--- src/rtl/mem_bus_arbiter_pkg.sv ---
// Shared encodings for mem_bus_arbiter: bus state machine states and bus owner.
package mem_bus_arbiter_pkg;

  typedef enum logic [1:0] {
    IDLE   = 2'd0,
    ISSUED = 2'd1,
    WAIT   = 2'd2
  } state_t;

  typedef enum logic {
    OWN_I = 1'b0,
    OWN_D = 1'b1
  } owner_t;

endpackage

--- src/rtl/arb_req_slot.sv ---
// One requester slot: captures a strobed request, reports busy, and holds returned read data.
module arb_req_slot #(
  parameter int ADDR_WIDTH = 32,
  parameter int DATA_WIDTH = 32
) (
  input  logic                    clk,
  input  logic                    rst,
  input  logic [ADDR_WIDTH-1:0]   addr,
  input  logic [DATA_WIDTH-1:0]   wdata,
  input  logic [DATA_WIDTH/8-1:0] wmask,
  input  logic                    wstrb,
  input  logic                    rstrb,
  input  logic                    clear,
  input  logic                    load_rdata,
  input  logic [DATA_WIDTH-1:0]   bus_rdata,
  output logic                    req,
  output logic                    req_write,
  output logic [ADDR_WIDTH-1:0]   req_addr,
  output logic [DATA_WIDTH-1:0]   req_wdata,
  output logic [DATA_WIDTH/8-1:0] req_wmask,
  output logic                    busy,
  output logic [DATA_WIDTH-1:0]   rdata
);

  logic                    pending;
  logic                    pend_write;
  logic [ADDR_WIDTH-1:0]   addr_q;
  logic [DATA_WIDTH-1:0]   wdata_q;
  logic [DATA_WIDTH/8-1:0] wmask_q;
  logic                    strobe;
  logic                    capture;

  assign strobe  = wstrb | rstrb;
  // A strobe landing on the completion cycle starts a fresh request.
  assign capture = strobe & (~pending | clear);

  always_ff @(posedge clk or posedge rst) begin
    if (rst) begin
      pending    <= 1'b0;
      pend_write <= 1'b0;
      addr_q     <= '0;
      wdata_q    <= '0;
      wmask_q    <= '0;
      rdata      <= '0;
    end else begin
      if (capture) begin
        pending    <= 1'b1;
        pend_write <= wstrb;
        addr_q     <= addr;
        wdata_q    <= wdata;
        wmask_q    <= wmask;
      end else if (clear) begin
        pending    <= 1'b0;
      end
      if (load_rdata) rdata <= bus_rdata;
    end
  end

  // The arbiter may grant in the strobe cycle itself, so expose live inputs until latched.
  assign req       = pending | strobe;
  assign req_write = pending ? pend_write : wstrb;
  assign req_addr  = pending ? addr_q  : addr;
  assign req_wdata = pending ? wdata_q : wdata;
  assign req_wmask = pending ? wmask_q : wmask;
  assign busy      = pending | strobe;

endmodule

--- src/rtl/mem_bus_arbiter.sv ---
// Shares one memory bus between the fetch (i) and data (d) ports of the core.
// Optional MEM_ARB_ROUND_ROBIN_EN: alternate grants when both ports are pending.
module mem_bus_arbiter
  import mem_bus_arbiter_pkg::*;
#(
  parameter int ADDR_WIDTH = 32,
  parameter int DATA_WIDTH = 32
) (
  input  logic                    clk,
  input  logic                    rst,
  input  logic [ADDR_WIDTH-1:0]   i_addr,
  input  logic                    i_rstrb,
  output logic [DATA_WIDTH-1:0]   i_rdata,
  output logic                    i_rbusy,
  input  logic [ADDR_WIDTH-1:0]   d_addr,
  input  logic [DATA_WIDTH-1:0]   d_wdata,
  input  logic [DATA_WIDTH/8-1:0] d_wmask,
  input  logic                    d_wstrb,
  input  logic                    d_rstrb,
  output logic [DATA_WIDTH-1:0]   d_rdata,
  output logic                    d_rbusy,
  output logic                    d_wbusy,
  output logic [ADDR_WIDTH-1:0]   bus_addr,
  output logic [DATA_WIDTH-1:0]   bus_wdata,
  output logic [DATA_WIDTH/8-1:0] bus_wmask,
  output logic                    bus_wstrb,
  output logic                    bus_rstrb,
  input  logic [DATA_WIDTH-1:0]   bus_rdata,
  input  logic                    bus_busy
);

  localparam int MW = DATA_WIDTH / 8;

  state_t state;
  owner_t owner;
  logic   owner_write;
  logic   done, i_clear, d_clear, grant_d;

  logic                  i_req, i_req_write, i_busy;
  logic                  d_req, d_req_write, d_busy;
  logic [ADDR_WIDTH-1:0] i_req_addr, d_req_addr, w_addr;
  logic [DATA_WIDTH-1:0] i_req_wdata, d_req_wdata, w_wdata;
  logic [MW-1:0]         i_req_wmask, d_req_wmask, w_wmask;
  logic                  w_write;

  assign done    = (state == WAIT) && !bus_busy;
  assign i_clear = done && (owner == OWN_I);
  assign d_clear = done && (owner == OWN_D);

  arb_req_slot #(.ADDR_WIDTH(ADDR_WIDTH), .DATA_WIDTH(DATA_WIDTH)) u_i_slot (
    .clk(clk), .rst(rst),
    .addr(i_addr), .wdata('0), .wmask('0), .wstrb(1'b0), .rstrb(i_rstrb),
    .clear(i_clear), .load_rdata(i_clear), .bus_rdata(bus_rdata),
    .req(i_req), .req_write(i_req_write), .req_addr(i_req_addr),
    .req_wdata(i_req_wdata), .req_wmask(i_req_wmask),
    .busy(i_busy), .rdata(i_rdata)
  );

  arb_req_slot #(.ADDR_WIDTH(ADDR_WIDTH), .DATA_WIDTH(DATA_WIDTH)) u_d_slot (
    .clk(clk), .rst(rst),
    .addr(d_addr), .wdata(d_wdata), .wmask(d_wmask), .wstrb(d_wstrb), .rstrb(d_rstrb),
    .clear(d_clear), .load_rdata(d_clear && !owner_write), .bus_rdata(bus_rdata),
    .req(d_req), .req_write(d_req_write), .req_addr(d_req_addr),
    .req_wdata(d_req_wdata), .req_wmask(d_req_wmask),
    .busy(d_busy), .rdata(d_rdata)
  );

  assign i_rbusy = i_busy & ~i_req_write;
  assign d_wbusy = d_busy & d_req_write;
  assign d_rbusy = d_busy & ~d_req_write;

`ifdef MEM_ARB_ROUND_ROBIN_EN
  owner_t last_grant;

  always_comb begin
    grant_d = d_req;
    if (i_req && d_req) grant_d = (last_grant == OWN_I);
  end
`else
  assign grant_d = d_req;
`endif

  assign w_write = grant_d ? d_req_write : i_req_write;
  assign w_addr  = grant_d ? d_req_addr  : i_req_addr;
  assign w_wdata = grant_d ? d_req_wdata : i_req_wdata;
  assign w_wmask = grant_d ? d_req_wmask : i_req_wmask;

  always_ff @(posedge clk or posedge rst) begin
    if (rst) begin
      state       <= IDLE;
      owner       <= OWN_I;
      owner_write <= 1'b0;
      bus_addr    <= '0;
      bus_wdata   <= '0;
      bus_wmask   <= '0;
      bus_wstrb   <= 1'b0;
      bus_rstrb   <= 1'b0;
`ifdef MEM_ARB_ROUND_ROBIN_EN
      last_grant  <= OWN_I;
`endif
    end else begin
      bus_wstrb <= 1'b0;
      bus_rstrb <= 1'b0;
      case (state)
        IDLE: begin
          if (i_req || d_req) begin
            owner       <= grant_d ? OWN_D : OWN_I;
            owner_write <= w_write;
            bus_addr    <= w_addr;
            bus_wdata   <= w_wdata;
            bus_wmask   <= w_write ? w_wmask : '0;
            bus_wstrb   <= w_write;
            bus_rstrb   <= ~w_write;
            state       <= ISSUED;
`ifdef MEM_ARB_ROUND_ROBIN_EN
            last_grant  <= grant_d ? OWN_D : OWN_I;
`endif
          end
        end
        ISSUED: state <= WAIT;
        WAIT:   if (!bus_busy) state <= IDLE;
        default: state <= IDLE;
      endcase
    end
  end

endmodule

--- config.mk ---
export PLATFORM = sky130hd
export DESIGN_NAME = mem_bus_arbiter
export DESIGN_NICKNAME = d
export VERILOG_FILES = /design/src/rtl/mem_bus_arbiter_pkg.sv /design/src/rtl/arb_req_slot.sv /design/src/rtl/mem_bus_arbiter.sv
export SDC_FILE = /design/constraint.sdc
export NUM_CORES = 1
export LEC_CHECK = 0
export ABC_AREA = 1
export BUFFER_PORTS_ARGS = -buffer_cell sky130_fd_sc_hd__buf_2
export CAP_MARGIN = 0
export CORE_MARGIN = 3
export CORE_UTILIZATION = 25
export DETAILED_ROUTE_END_ITERATION = 10
export GPL_TIMING_DRIVEN = 0
export SLEW_MARGIN = 20
export SYNTH_ARGS = -nofsm -noshare
export SYNTH_HDL_FRONTEND = slang
export SYNTH_SLANG_ARGS = --single-unit
--- constraint.sdc ---
create_clock -name clk -period 8.9 [get_ports clk]
set_input_delay 0.445 -clock clk [delete_from_list [all_inputs] [get_ports clk]]
set_output_delay 0.445 -clock clk [all_outputs]
set_load 0.03 [all_outputs]
After elaboration in Yosys (flattened, before gate mapping). Cells that the tools add are included.

Reductions and logical operators: 12. Multiplexer cells: 22. Bitwise operators: 14. Equal/unequal tests: 4.

Operators with widths (number): 32-bit two-way mux (5); 4-bit two-way mux (3); 1-bit two-way mux (11); 2-bit one-hot mux with 3 select lines (1); 1-bit inverter (5); 1-bit OR (5); 1-bit bitwise AND (4); 1-bit logical AND (4); 2-bit two-way mux (2); 2-bit inequality test (second input constant) (2); 2-bit AND reduction (2); 2-bit nonzero test (2); 2-bit by 1-bit equality test with 1-bit output (second input constant) (1); 2-bit equality test (second input constant) (1); 1-bit logical NOT (2); 2-bit logical NOT (1); 1-bit logical OR (1).

Logic and storage cells: 69. Flip-flop bits (word level): 241. Input port bits: 138.

Longest topological paths before layout.
Word-level depth: 6. Depth in mapped cells: 9. Depth with buffers taken out: 7.

By module. A second synthesis with hierarchy kept.

Cell total of the unflattened synthesis: 1875. Area total of the unflattened synthesis: 13579.3 µm².

Modules (own cells, without submodules): arb_req_slot (sequential area each 2552.4 µm², times used 2, area each 4939.7 µm², cells an instance 665); mem_bus_arbiter (sequential area each 1851.8 µm², times used 1, area each 3699.8 µm², cells an instance 545).

Worst setup path before layout. No wires, ideal clock.

Path type: input port to output port. Start point: input port d_rstrb. End point: output port d_rbusy. Stages on the path: 5. Setup slack: 7243 ps. Arrival: 1212 ps. Cell sequence: inv_1 > nand2_4 > clkbuf_1 > o21ai_0 > inv_1.

Longest elaborated chain between the ends: 3.

Ends and longest elaborated chain: start: declaration (RTL line mem_bus_arbiter.sv:19) `input logic d_rstrb,`; 1-bit OR (RTL line arb_req_slot.sv:33) `assign strobe = wstrb | rstrb;`; 1-bit OR (RTL line arb_req_slot.sv:65) `assign busy = pending | strobe;`; 1-bit bitwise AND (RTL line mem_bus_arbiter.sv:70) `assign d_rbusy = d_busy & ~d_req_write;`; end: declaration (RTL line mem_bus_arbiter.sv:21) `output logic d_rbusy,`.

No other way between the ends.

Worst setup path after layout.
Start point: register u_d_slot.pending. End point: output port d_rbusy.

Longest elaborated chain between the ends: 3. Elaborated cells on any way between the ends: 4.

Ends and longest elaborated chain: start: declaration (RTL line arb_req_slot.sv:25) `logic pending;`; start signal: assignment (RTL line arb_req_slot.sv:39) `pending <= 1'b0;`; start signal: assignment (RTL line arb_req_slot.sv:47) `pending <= 1'b1;`; start signal: assignment (RTL line arb_req_slot.sv:53) `pending <= 1'b0;`; 1-bit two-way mux (RTL line arb_req_slot.sv:61) `assign req_write = pending ? pend_write : wstrb;`; 1-bit inverter (RTL line mem_bus_arbiter.sv:70); 1-bit bitwise AND (*) (RTL line mem_bus_arbiter.sv:70).

Every way passes the cells marked *; elsewhere a longest branch is shown, timed or not.

==> impl_metrics.tcl <==
set metrics [dict create \
    status "finished clean" \
    clock_path_buffers 3 \
    nets 1764 \
    seq_area_frac_synth_pct 56.5 \
    die_x_um 213 \
    path_max_fanout 10 \
    slew_violations 0 \
    cts_resized 0 \
    path_cells "buf_4, nor2_4, nand2_4, clkbuf_1, o21ai_0, inv_1, buf_2" \
    cts_max_level 1 \
    syn_avg_cell_area_um2 8.08 \
    synthCells 1320 \
    path_buf_inv 4 \
    setup_violations 0 \
    coreArea_um2 42000 \
    die_y_um 213 \
    tightestPinTransition_ns 0.714 \
    clock_sinks 241 \
    via_per_inst 4.39 \
    std_cell_rows 75 \
    clk_latency_ns 0.56 \
    cts_tree "yes" \
    die_area_um2 45200 \
    grtUsageTotal_pct 15.3 \
    worstSetupPathType "flip-flop to output pin" \
    finalCritPeriodShare_pct 29.4 \
    grt_overflow 0 \
    yosysWarningCount 0 \
    root_buffer "clkbuf_16" \
    cp-end-kind "output pin" \
    stdcell_area_um2 13800 \
    setup_tns_ns 0 \
    io_pins 275 \
    max_clock_freq_mhz 382 \
    p_leak_nw 7.82 \
    grt_max_degree 86 \
    synth_area_leader_cell "dfrtp_1" \
    finalCriticalPeriod_ns 2.62 \
    p_per_area_nw_per_um2 393 \
    clock_skew_ns 0.0164 \
    antenna_found_initial 8 \
    start_util_pct 25.4 \
    grt_pass1_wl_um 54300 \
    synth_top_area_share_pct 56.5 \
    synthesis.nets 1458 \
    rsz0062_at_grt "no" \
    cts_inserted_buffers 28 \
    critPathSlowestCell "clkbuf_1" \
    placed_area_um2 12800 \
    cts_setup_buffers 0 \
    cp-start-kind "flip-flop" \
    holdCritPathClass "primary input to flip-flop" \
    crit_family "buffers and inverters" \
    slowest_delay_ns 0.41 \
    synthDistinctLibCells 18 \
    antenna_left 0 \
    ys_ff_latch 241 \
    cp.arrival_ns 2.17 \
    fillCellCount 4510 \
    portBuffers 273 \
    synth_area_um2 10700 \
    vdd_drop_max_v 0.000220 \
    required_ns 8.46 \
    route.detailed.drc 0 \
    area_growth_pct 29.3 \
    wl_per_cell_um 16.1 \
    path_clk_slew_ns 0.07 \
    slew_headroom_pct 52.4 \
    routed_wl_um 35300 \
    place_congestion 0.825 \
    synth_area_leaders "dfrtp_1 57%, nand2_1 25%, nand3_1 4.8%" \
    hold_viol 0 \
    drive_above_1_share_pct 22.9 \
    cap_violations 0 \
    dpl.hpwl_um 25900 \
    grt_pass1_vias 9333 \
    vias 9619 \
    drt_iter0_drc 642 \
    first_pass_iters 5 \
]
-- synth_stat cells, drive strengths merged --
cell type	count
nand2	702
clkinv	1
nor2	6
dfrtp	241
inv	45
nand3	103
or2	1
mux2i	35
nand4	1
buf	44
clkbuf	37
o21ai	104
-- path summary, 6_finish.rpt --
check | start | endpoint | slack (ns) | depth (start not counted)
min | d_wdata[9] | u_d_slot.wdata_q[9] | 0.13 | 3
min reg2reg | u_d_slot.wmask_q[3] | u_d_slot.wmask_q[3] | 0.47 | 2
max in group asynchronous | rst | u_i_slot.addr_q[13] | 7.53 | 4
max reg2reg | state[1] | u_d_slot.wdata_q[8] | 6.77 | 8
max | u_d_slot.pending | d_rbusy | 6.28 | 7
min in group asynchronous | rst | u_d_slot.wdata_q[18] | 0.50 | 3
-- final cells by class --
| cell class | count | area, um2 | share of cell area, % |
|---|---|---|---|
| diodes | 4 | 10.0 | 0.0725 |
| plain buffers | 81 | 375 | 2.72 |
| clock buffers | 40 | 857 | 6.21 |
| clock inverters | 12 | 150 | 1.09 |
| inverters | 46 | 180 | 1.31 |
| multi-input cells | 952 | 4090 | 29.6 |
| flip-flops and latches | 241 | 6030 | 43.7 |
| well taps | 539 | 674 | 4.89 |
| repair buffers | 276 | 1430 | 10.4 |
-- repair_timing --
action	in CTS	in global routing
setup endpoints to repair	0	0
hold buffers	1	0
endpoints found under the hold margin	65	0
-- worst register-to-register path, delay by kind of cell, from the launching register on --
kind	cells	cell delay, ns
flip-flops	1	0.39
AND/OR/NAND/NOR	6	1.24
buffers and inverters	2	0.39
-- stage by stage --
step | setup slack [ns] | power, W | std cells | utilization, % | hold WS [ns]
floorplan | 1.84 | 0.00344 | 1320 | - | 0.437
global placement | -1.39 | 0.00418 | 2132 | 30.2 | 0.451
detailed placement | 6.49 | 0.00423 | 2134 | 30.4 | 0.458
CTS | 6.17 | 0.00551 | 2187 | 32.8 | 0.0858
global route | 6.05 | 0.00586 | 2191 | 32.8 | 0.107
finish | 6.28 | 0.00542 | 2191 | 32.8 | 0.126
-- where the power goes --
part	internal [W]	switching (W)	leakage, nW
logic	0.000693	0.00162	4.32
registers	0.00160	0.000258	3.01
clock network	0.000756	0.000489	0.492
-- kinds of logic (layout without fill, tap and decap cells) --
group                  count (synthesis)  in the layout  share of synthesized area (%)
other                                  0              4                              0
AND/OR/NAND/NOR                      813            813                           30.1
AO/OA/AOI/OAI                        104            104                           4.98
flip-flops                           241            241                           56.5
buffers and inverters                127            455                           5.14
multiplexers                          35             35                           3.28
-- per-layer routing --
metal / vias to the layer above / global-route usage (%) / wire length [um]
li1: 4748 / - / -
met1: 4520 / 20.9 / 16000
met2: 295 / 24.1 / 16200
met3: 50 / 3.23 / 2080
met4: 6 / 5.23 / 985
met5: - / 0 / 47
-- sequential cells by signal, indices dropped and copies added (netlist names) --
register and count:
owner 1, u_d_slot.pending 1, u_d_slot.addr_q 32, u_i_slot.addr_q 32, owner_write 1, u_i_slot.pending 1, bus_wmask 4, u_d_slot.wmask_q 4
u_d_slot.pend_write 1, state 2, u_d_slot.wdata_q 32, bus_wdata 32, bus_addr 32, bus_rstrb 1, u_d_slot.rdata 32, u_i_slot.rdata 32
bus_wstrb 1
-- cells in the final DEF (no fill, tap or decap), types with 3 or more instances in the layout --
master / n
bufinv_16: 3
nor2_1: 5
dfrtp_1: 241
inv_1: 42
clkbuf_1: 39
o21ai_0: 103
mux2i_1: 35
clkbuf_16: 29
clkinvlp_4: 3
nand2_1: 701
clkinv_2: 4
nand3_1: 103
clkbuf_8: 9
buf_4: 4
buf_2: 312
diode_2: 4
No activity file was read; power rests on OpenSTA's default activity.
